===== src/rtl/alu_seq.sv =====
// Registered Hack ALU with valid/ready handshakes, a carry/overflow flag and a
// multi-cycle unsigned shift-add multiplier.
module alu_seq #(
  parameter int WIDTH = 16
) (
  input  logic             clk,
  input  logic             rst_n,
  input  logic             in_valid,
  output logic             in_ready,
  input  logic [WIDTH-1:0] x,
  input  logic [WIDTH-1:0] y,
  input  logic             zx,
  input  logic             nx,
  input  logic             zy,
  input  logic             ny,
  input  logic             f,
  input  logic             no,
  input  logic             mul,
  output logic             out_valid,
  input  logic             out_ready,
  output logic [WIDTH-1:0] out,
  output logic             zr,
  output logic             ng,
  output logic             cy
);

  localparam int CNT_W = $clog2(WIDTH) + 1;

  typedef enum logic [1:0] {
    IDLE = 2'd0,
    MUL  = 2'd1,
    DONE = 2'd2
  } state_t;

  state_t               r_state;
  state_t               w_state_nxt;
  logic [WIDTH-1:0]     r_out;
  logic                 r_zr;
  logic                 r_ng;
  logic                 r_cy;
  logic [2*WIDTH-1:0]   r_acc;
  logic [2*WIDTH-1:0]   r_mcand;
  logic [WIDTH-1:0]     r_mplier;
  logic [CNT_W-1:0]     r_cnt;

  logic                 w_in_ready;
  logic                 w_accept;
  logic [WIDTH-1:0]     w_xa;
  logic [WIDTH-1:0]     w_xb;
  logic [WIDTH-1:0]     w_ya;
  logic [WIDTH-1:0]     w_yb;
  logic [WIDTH:0]       w_sum;
  logic [WIDTH-1:0]     w_r;
  logic [WIDTH-1:0]     w_hack;
  logic                 w_hack_cy;
  logic [2*WIDTH-1:0]   w_acc_nxt;
  logic                 w_mul_last;

  assign w_in_ready = (r_state == IDLE) || ((r_state == DONE) && out_ready);
  assign w_accept   = in_valid && w_in_ready;

  // Hack ALU datapath on the live input bundle; only used at the accept edge
  always_comb begin
    w_xa      = zx ? {WIDTH{1'b0}} : x;
    w_xb      = nx ? ~w_xa : w_xa;
    w_ya      = zy ? {WIDTH{1'b0}} : y;
    w_yb      = ny ? ~w_ya : w_ya;
    w_sum     = {1'b0, w_xb} + {1'b0, w_yb};
    w_r       = f ? w_sum[WIDTH-1:0] : (w_xb & w_yb);
    w_hack    = no ? ~w_r : w_r;
    w_hack_cy = f & w_sum[WIDTH];
  end

  // One shift-add multiply step; the last step's sum is the final product
  always_comb begin
    w_acc_nxt  = r_mplier[0] ? (r_acc + r_mcand) : r_acc;
    w_mul_last = (r_cnt == CNT_W'(WIDTH - 1));
  end

  // State register
  always_ff @(posedge clk or negedge rst_n) begin
    if (!rst_n) begin
      r_state <= IDLE;
    end else begin
      r_state <= w_state_nxt;
    end
  end

  // Next-state logic
  always_comb begin
    w_state_nxt = r_state;
    case (r_state)
      IDLE: begin
        if (w_accept) begin
          w_state_nxt = mul ? MUL : DONE;
        end else begin
          w_state_nxt = IDLE;
        end
      end
      MUL: begin
        if (w_mul_last) begin
          w_state_nxt = DONE;
        end else begin
          w_state_nxt = MUL;
        end
      end
      DONE: begin
        if (w_accept) begin
          w_state_nxt = mul ? MUL : DONE;
        end else if (out_ready) begin
          w_state_nxt = IDLE;
        end else begin
          w_state_nxt = DONE;
        end
      end
      default: w_state_nxt = IDLE;
    endcase
  end

  // Result registers and multiplier working state
  always_ff @(posedge clk or negedge rst_n) begin
    if (!rst_n) begin
      r_out    <= {WIDTH{1'b0}};
      r_zr     <= 1'b0;
      r_ng     <= 1'b0;
      r_cy     <= 1'b0;
      r_acc    <= {(2*WIDTH){1'b0}};
      r_mcand  <= {(2*WIDTH){1'b0}};
      r_mplier <= {WIDTH{1'b0}};
      r_cnt    <= {CNT_W{1'b0}};
    end else begin
      if (w_accept && !mul) begin
        r_out <= w_hack;
        r_zr  <= (w_hack == {WIDTH{1'b0}});
        r_ng  <= w_hack[WIDTH-1];
        r_cy  <= w_hack_cy;
      end else if ((r_state == MUL) && w_mul_last) begin
        r_out <= w_acc_nxt[WIDTH-1:0];
        r_zr  <= (w_acc_nxt[WIDTH-1:0] == {WIDTH{1'b0}});
        r_ng  <= w_acc_nxt[WIDTH-1];
        r_cy  <= |w_acc_nxt[2*WIDTH-1:WIDTH];
      end
      // Operands are latched once; the multiply never looks at x/y again
      if (w_accept && mul) begin
        r_acc    <= {(2*WIDTH){1'b0}};
        r_mcand  <= {{WIDTH{1'b0}}, x};
        r_mplier <= y;
        r_cnt    <= {CNT_W{1'b0}};
      end else if (r_state == MUL) begin
        r_acc    <= w_acc_nxt;
        r_mcand  <= r_mcand << 1;
        r_mplier <= r_mplier >> 1;
        r_cnt    <= r_cnt + CNT_W'(1);
      end
    end
  end

  assign in_ready  = w_in_ready;
  assign out_valid = (r_state == DONE);
  assign out       = r_out;
  assign zr        = r_zr;
  assign ng        = r_ng;
  assign cy        = r_cy;

endmodule


===== config.mk =====
export PLATFORM = sky130hd
export DESIGN_NAME = alu_seq
export DESIGN_NICKNAME = d
export VERILOG_FILES = /design/src/rtl/alu_seq.sv
export SDC_FILE = /design/constraint.sdc
export NUM_CORES = 1
export LEC_CHECK = 0
export BUFFER_PORTS_ARGS = -buffer_cell sky130_fd_sc_hd__buf_2
export CAP_MARGIN = 15
export CELL_PAD_IN_SITES_DETAIL_PLACEMENT = 1
export CELL_PAD_IN_SITES_GLOBAL_PLACEMENT = 1
export CORE_MARGIN = 4
export CORE_UTILIZATION = 25
export DETAILED_ROUTE_END_ITERATION = 6
export PLACE_DENSITY_LB_ADDON = 0.12
export SYNTH_ARGS = -nofsm -noshare
export SYNTH_HDL_FRONTEND = slang
export SYNTH_SLANG_ARGS = --single-unit

===== constraint.sdc =====
create_clock -name clk -period 3.2 [get_ports clk]
set_input_delay 0.64 -clock clk [delete_from_list [all_inputs] [get_ports clk]]
set_output_delay 0.64 -clock clk [all_outputs]
set_load 0.01 [all_outputs]

### After elaboration in Yosys (flattened, before gate mapping)

Index checks and enable logic that the tools add are counted.

| storage, ports and cells | value |
|---|---|
| input port bits | 43 |
| memory bits (writable) | 0 |
| memories | 0 |
| output and inout port bits | 21 |
| bits in read-only memories | 0 |
| latch bits | 0 |
| register bits after elaboration | 106 |

| cells by class | value |
|---|---|
| $lt $le $gt $ge | 0 |
| div/mod/pow operators | 0 |
| multiplexer cells | 29 |
| $mul | 0 |
| shift operators | 0 |
| add/subtract/negate cells | 3 |
| equality and inequality tests | 3 |
| reduce and logical (&&, ||, !) cells | 13 |
| bitwise operators | 5 |

Operator list:

| cell | count |
|---|---|
| 16-bit two-way mux | 10 |
| 32-bit two-way mux | 5 |
| 16-bit inverter | 3 |
| 32-bit adder | 1 |
| 16-bit zero test | 2 |
| 16-bit by 16-bit adder with 17-bit output | 1 |
| 16-bit AND | 1 |
| 16-bit OR reduction | 1 |
| 2-bit two-way mux | 5 |
| 5-bit two-way mux | 2 |
| 1-bit two-way mux | 6 |
| 2-bit one-hot mux with 3 select lines | 1 |
| 5-bit by 1-bit adder with 5-bit output, second input constant | 1 |
| 5-bit by 4-bit equality test with 1-bit output, second input constant | 1 |
| 1-bit logical AND | 5 |
| 2-bit nonzero test | 2 |
| 2-bit by 1-bit equality test with 1-bit output, second input constant | 1 |
| 2-bit equality test, second input constant | 1 |
| 2-bit zero test | 1 |
| 1-bit AND | 1 |
| 1-bit zero test | 1 |
| 1-bit logical OR | 1 |

### Depth between registers and ports, before layout

| depth | value |
|---|---|
| word-level depth | 9 |
| depth in mapped cells | 15 |
| gate-level depth less buffers | 14 |

### Least setup slack after synthesis

OpenSTA, ideal clock, no wires.

| path | value |
|---|---|
| path kind | input to register |
| from | in nx |
| to | reg r_zr, in the netlist zr |
| buffers on the path | 2 |
| data required time | 3080 ps |
| stages on the path | 14 |
| path slack | -915 ps |
| data arrival time | 3996 ps |
| cells stage by stage | clkbuf_1 buf_1 xnor2_1 fa_1 a21o_1 a21o_1 a2111oi_2 o31ai_1 a21oi_1 xnor2_1 mux2i_1 and3_1 mux2_2 a31o_1 |

| between the ends | value |
|---|---|
| cells in the longest elaborated chain, start to end | 7 |
| elaborated cells on any way between the ends | 8 |
| those cells by class | 1 x add/sub; 4 x mux; 2 x bitwise; 1 x reduce/logical |

RTL lines:

| what | RTL line | RTL |
|---|---|---|
| start, declared | 13 | `input logic nx,` |
| 16-bit two-way mux * | 65 | `w_xb = nx ? ~w_xa : w_xa;` |
| 16-bit by 16-bit adder with 17-bit output / 16-bit AND (equally long branches) | 68, 69 |  |
| 16-bit two-way mux * | 69 | `w_r = f ? w_sum[WIDTH-1:0] : (w_xb & w_yb);` |
| 16-bit inverter | 70 | `w_hack = no ? ~w_r : w_r;` |
| 16-bit two-way mux * | 70 |  |
| 16-bit zero test * | 134 | `r_zr <= (w_hack == {WIDTH{1'b0}});` |
| 1-bit two-way mux * | 132 | `if (w_accept && !mul) begin` |
| end signal, assigned | 134 |  |
| end signal, assigned | 139 | `r_zr <= (w_acc_nxt[WIDTH-1:0] == {WIDTH{1'b0}});` |
| end, declared | 38 | `logic r_zr;` |

Mark *: on every way between the ends. The rest lies on a longest branch, timed or not.
A chain may end at the register's enable or synchronous reset.

### Worst setup path in the final report

| path | value |
|---|---|
| from | reg r_mcand[4] |
| to | reg r_cy, in the netlist cy |

| between the ends | value |
|---|---|
| cells in the longest elaborated chain, start to end | 5 |

RTL lines:

| what | RTL line | RTL |
|---|---|---|
| start, declared | 42 | `logic [2*WIDTH-1:0] r_mcand;` |
| start signal, assigned | 128 | `r_mcand <= {(2*WIDTH){1'b0}};` |
| start signal, assigned | 146 | `r_mcand <= {{WIDTH{1'b0}}, x};` |
| start signal, assigned | 151 | `r_mcand <= r_mcand << 1;` |
| 32-bit adder | 76 | `w_acc_nxt = r_mplier[0] ? (r_acc + r_mcand) : r_acc;` |
| 32-bit two-way mux | 76 |  |
| 16-bit OR reduction | 141 | `r_cy <= \|w_acc_nxt[2*WIDTH-1:WIDTH];` |
| 1-bit two-way mux | 137 | `end else if ((r_state == MUL) && w_mul_last) begin` |
| 1-bit two-way mux | 132 |  |
| end signal, assigned | 136 | `r_cy <= w_hack_cy;` |
| end signal, assigned | 141 |  |
| end, declared | 40 | `logic r_cy;` |

Every way passes these cells. The select of a mux whose other input is x is not followed.

==> key figures <==
STA
  • Slew Viols, Final: 0
  • Period Utilization, post-route: 102%
  • Max_slew headroom: between 40% and 50%
  • Fmax: 0.306 GHz
  • TNS Setup: -0.109 ns
  • Final hold violation count: 0
  • Setup-failing EPs final: 2
  • Least-Margin Pin Slew: just over 0.8 ns
  • Final setup skew: ~0.017 ns
  • Unrepaired setup endpoints after global routing: true
  • Crit path time final: 3.27 ns
  • Final WS setup: -0.0694 ns
  • Fin Hold WS: about 0.24 ns

Global routing
  • Gr usage total: 17.7%
  • Initial antenna violation count: 0
  • Largest net degree at the start of global routing: 63
  • First-pass GRT wire length: 50,600 um
  • Total gr overflow: 0
  • Vias in the first global route: 8,739

Place
  • Post-DP HPWL: 24,700 um
  • Port buffer count: between 60 and 70
  • Pre-CTS WS: -0.498 ns
  • Routability cong.: 0.810
  • Placed Cells incl. Taps: 1,682
  • Placed Instance Area: 10,800 um^2

Power
  • Peak supply drop: between 300 and 400 uV
  • Int Pwr: around 5.6 mW
  • Sequential power share: 22.9%
  • Clock share of power: roughly an eighth
  • Power, Total: about 10 mW
  • Pwr/cell area: 889 nW/um^2
  • P_leak: 5.33 nW
  • Sw Ratio: approximately 46%
  • Switch Pwr: approximately 4.7 mW
  • Combinational power share: around two thirds

Floorplan
  • Starting density of the core: roughly 25%
  • Row cnt: 66
  • Die height: roughly 190 um
  • Die width: around 190 um
  • Num ports: 64
  • DIE AREA: roughly 36,000 um^2
  • Core area: roughly 33,000 um^2

Drt
  • DR WL met3: approximately 570 um
  • Top Layer Used: met4
  • Antenna Violating Nets Remaining: 0
  • Met2 WL: ~16,000 um
  • Drc violations: 0
  • Via/cell ratio: roughly 4.8
  • Via count: ~8,200
  • DR iter-0 viols: 407
  • DR WL/cell: 18.6 um
  • Met1 wire length: 15,200 um
  • Pre-antenna DRT Iters: 4
  • Final WL: between 30,000 and 40,000 um

Cells and area
  • Fin area: about 12,000 um^2
  • Nets: around 1,400
  • Commonest non-fill, non-tap cells in the layout: buf_4 (236), nand2_1 (168), dfrtp_1 (104), o21ai_0 (76), buf_2 (61)
  • Area grow syn2layout: 39.6%
  • Final core utilization: 35.6%
  • Fill count: about 3,900
  • # diodes: 0
  • Commonest non-fill, non-tap cell in the layout: buf_4
  • Fraction of layout cells with a size suffix above 1: between 30% and 40%
  • Cell Count, Final, Fillers Out: 1,711

Clocking
  • Clk sinks: ~110
  • Num CTS Buffers: 9
  • Clock H-tree levels: 3
  • Clock tree buffer depth: 2
  • CTS tree: done
  • Worst-Skew Late Latency: roughly 0.38 ns
  • CTS root buf: clkbuf_16
  • Clock transition at path regs: around 0.10 ns

Worst setup path
  • Worst EP required: ~3.5 ns
  • Reg2reg end: cy$_DFFE_PN0P_
  • R2r setup slk: -0.07 ns
  • R2R cell count: 14
  • R2R Path Start: r_mcand[4]$_DFFE_PN0P_
  • CP arrival: about 3.5 ns
  • Critical-path maximum fanout: 4
  • Crit Path Class: reg -> reg
  • Critical path capture point type: register
  • CP Launch Type: register

Yosys
  • EDFF count, synth: 0
  • Post-synthesis cell area: between 8000 and 9000 um^2
  • Area contributors post-synth: dfrtp_1 (32%), nand2_1 (7.6%), ha_1 (7.4%), xnor2_1 (6.5%), o21ai_0 (5.1%)
  • Avg Inst Size Synth: between 8 and 9 um^2
  • Yosys top cell by area: dfrtp_1
  • #FFs+latches synth: around 110
  • Cells after Synth: around 1,000
  • Syn Nets: approximately 1,100
  • Most used flip-flop cell after synthesis: dfrtp_1
  • Top cell type's share of synthesized area: about a third
  • Yosys cell types: 75
  • Seq/Total Area, Yosys: between 30% and 40%
  • Synth warn: 0
  • Asr flop ratio synth: 100%

Outcome
  • Status: finished, violations left
  • Violated checks: negative setup slack

Worst hold path
  • Min-delay worst type: in -> async

Run
  • Max-cap violations: 0
power by group through the flow:
stage | Sequential, mW | Clock (mW) | Combinational, mW
floorplan | 2.27 | 0 | 3.36
CTS | 2.36 | 1.30 | 6.53
global route | 2.43 | 1.33 | 7.42
global placement | 2.37 | 0 | 6.29
finish | 2.36 | 1.25 | 6.70
detailed placement | 2.38 | 0 | 6.34
synth_stat cells (7+ instances only):
| master | instances |
|---|---|
| buf_1 | 7 |
| mux2i_1 | 25 |
| xnor2_1 | 62 |
| a211oi_1 | 8 |
| nand2b_1 | 38 |
| a22oi_1 | 31 |
| ha_1 | 49 |
| nand4_1 | 11 |
| nor3_1 | 10 |
| a31oi_1 | 14 |
| nand2_1 | 169 |
| nor2b_1 | 13 |
| nand3_1 | 30 |
| o21a_1 | 9 |
| o21ai_0 | 84 |
| a21o_1 | 22 |
| a21oi_1 | 63 |
| and3_1 | 8 |
| xor2_1 | 15 |
| and2_1 | 7 |
| clkbuf_1 | 40 |
| nor2_1 | 54 |
| o211ai_1 | 13 |
| dfrtp_1 | 105 |
| inv_1 | 16 |
metal layers:
| layer | up-vias | global-route usage [%] |
|---|---|---|
| met3 | 22 | 2.22 |
| met4 | 0 | 3.56 |
| met2 | 71 | 30.8 |
| met5 | - | 0 |
| li1 | 4113 | - |
| met1 | 4022 | 23.8 |
state kept, by name, summed over array words and instances, names as in the netlist:
| name | cells |
|---|---|
| r_acc | 32 |
| r_mcand | 32 |
| out | 16 |
| r_mplier | 16 |
| r_cnt | 5 |
| r_state | 2 |
| cy | 1 |
| zr | 1 |
how the worst max path moves through the flow:
stage	from	endpoint	slack [ns]	cells past startpoint
after floorplan	ny	zr$_DFFE_PN0P_	-0.23	14
after global placement	zx	zr$_DFFE_PN0P_	-0.44	15
after detailed placement	zy	zr$_DFFE_PN0P_	-0.50	15
after CTS	r_acc[4]$_DFFE_PN0P_	cy$_DFFE_PN0P_	-0.13	14
after global routing	r_acc[4]$_DFFE_PN0P_	cy$_DFFE_PN0P_	-0.23	14
final	r_mcand[4]$_DFFE_PN0P_	cy$_DFFE_PN0P_	-0.07	14
critical path: stages (launching register included):
cell      delay, ns
dfrtp_2        0.45
ha_4           0.25
buf_6          0.12
and2_4         0.14
a221oi_4       0.32
buf_4          0.17
a211o_4        0.15
nand4_4        0.13
a311oi_2       0.31
xnor2_1        0.12
mux2_4         0.28
nand4b_1       0.20
nor4_2         0.24
buf_4          0.19
a31oi_4        0.08
area by class of cell:
cell class	count	area (um^2)	area share, %
multi-input combinational	825	5800	50.1
inverter	16	60.1	0.518
timing repair buffer	307	2230	19.3
sequential	105	2630	22.7
clock buffer	9	225	1.94
tap	442	553	4.77
clock inverter	7	91.3	0.788
repair_timing:
item | in CTS | in global routing
pin swaps | 14 | 41
hold buffers | 0 | 0
setup buffers | 6 | 8
setup endpoints to repair | 5 | 9
cloned | 0 | 1
gates resized for setup | 17 | 58
kinds of logic after synthesis:
family                   synth area share, %
AND/OR/NAND/NOR                         21.0
adder cells (fa/ha/maj)                 7.86
buffers and inverters                   3.96
XOR/XNOR                                8.12
flip-flops                              31.6
AO/OA/AOI/OAI                           24.0
multiplexers                            3.42
Note: power is estimated with default switching activity, not from simulation.
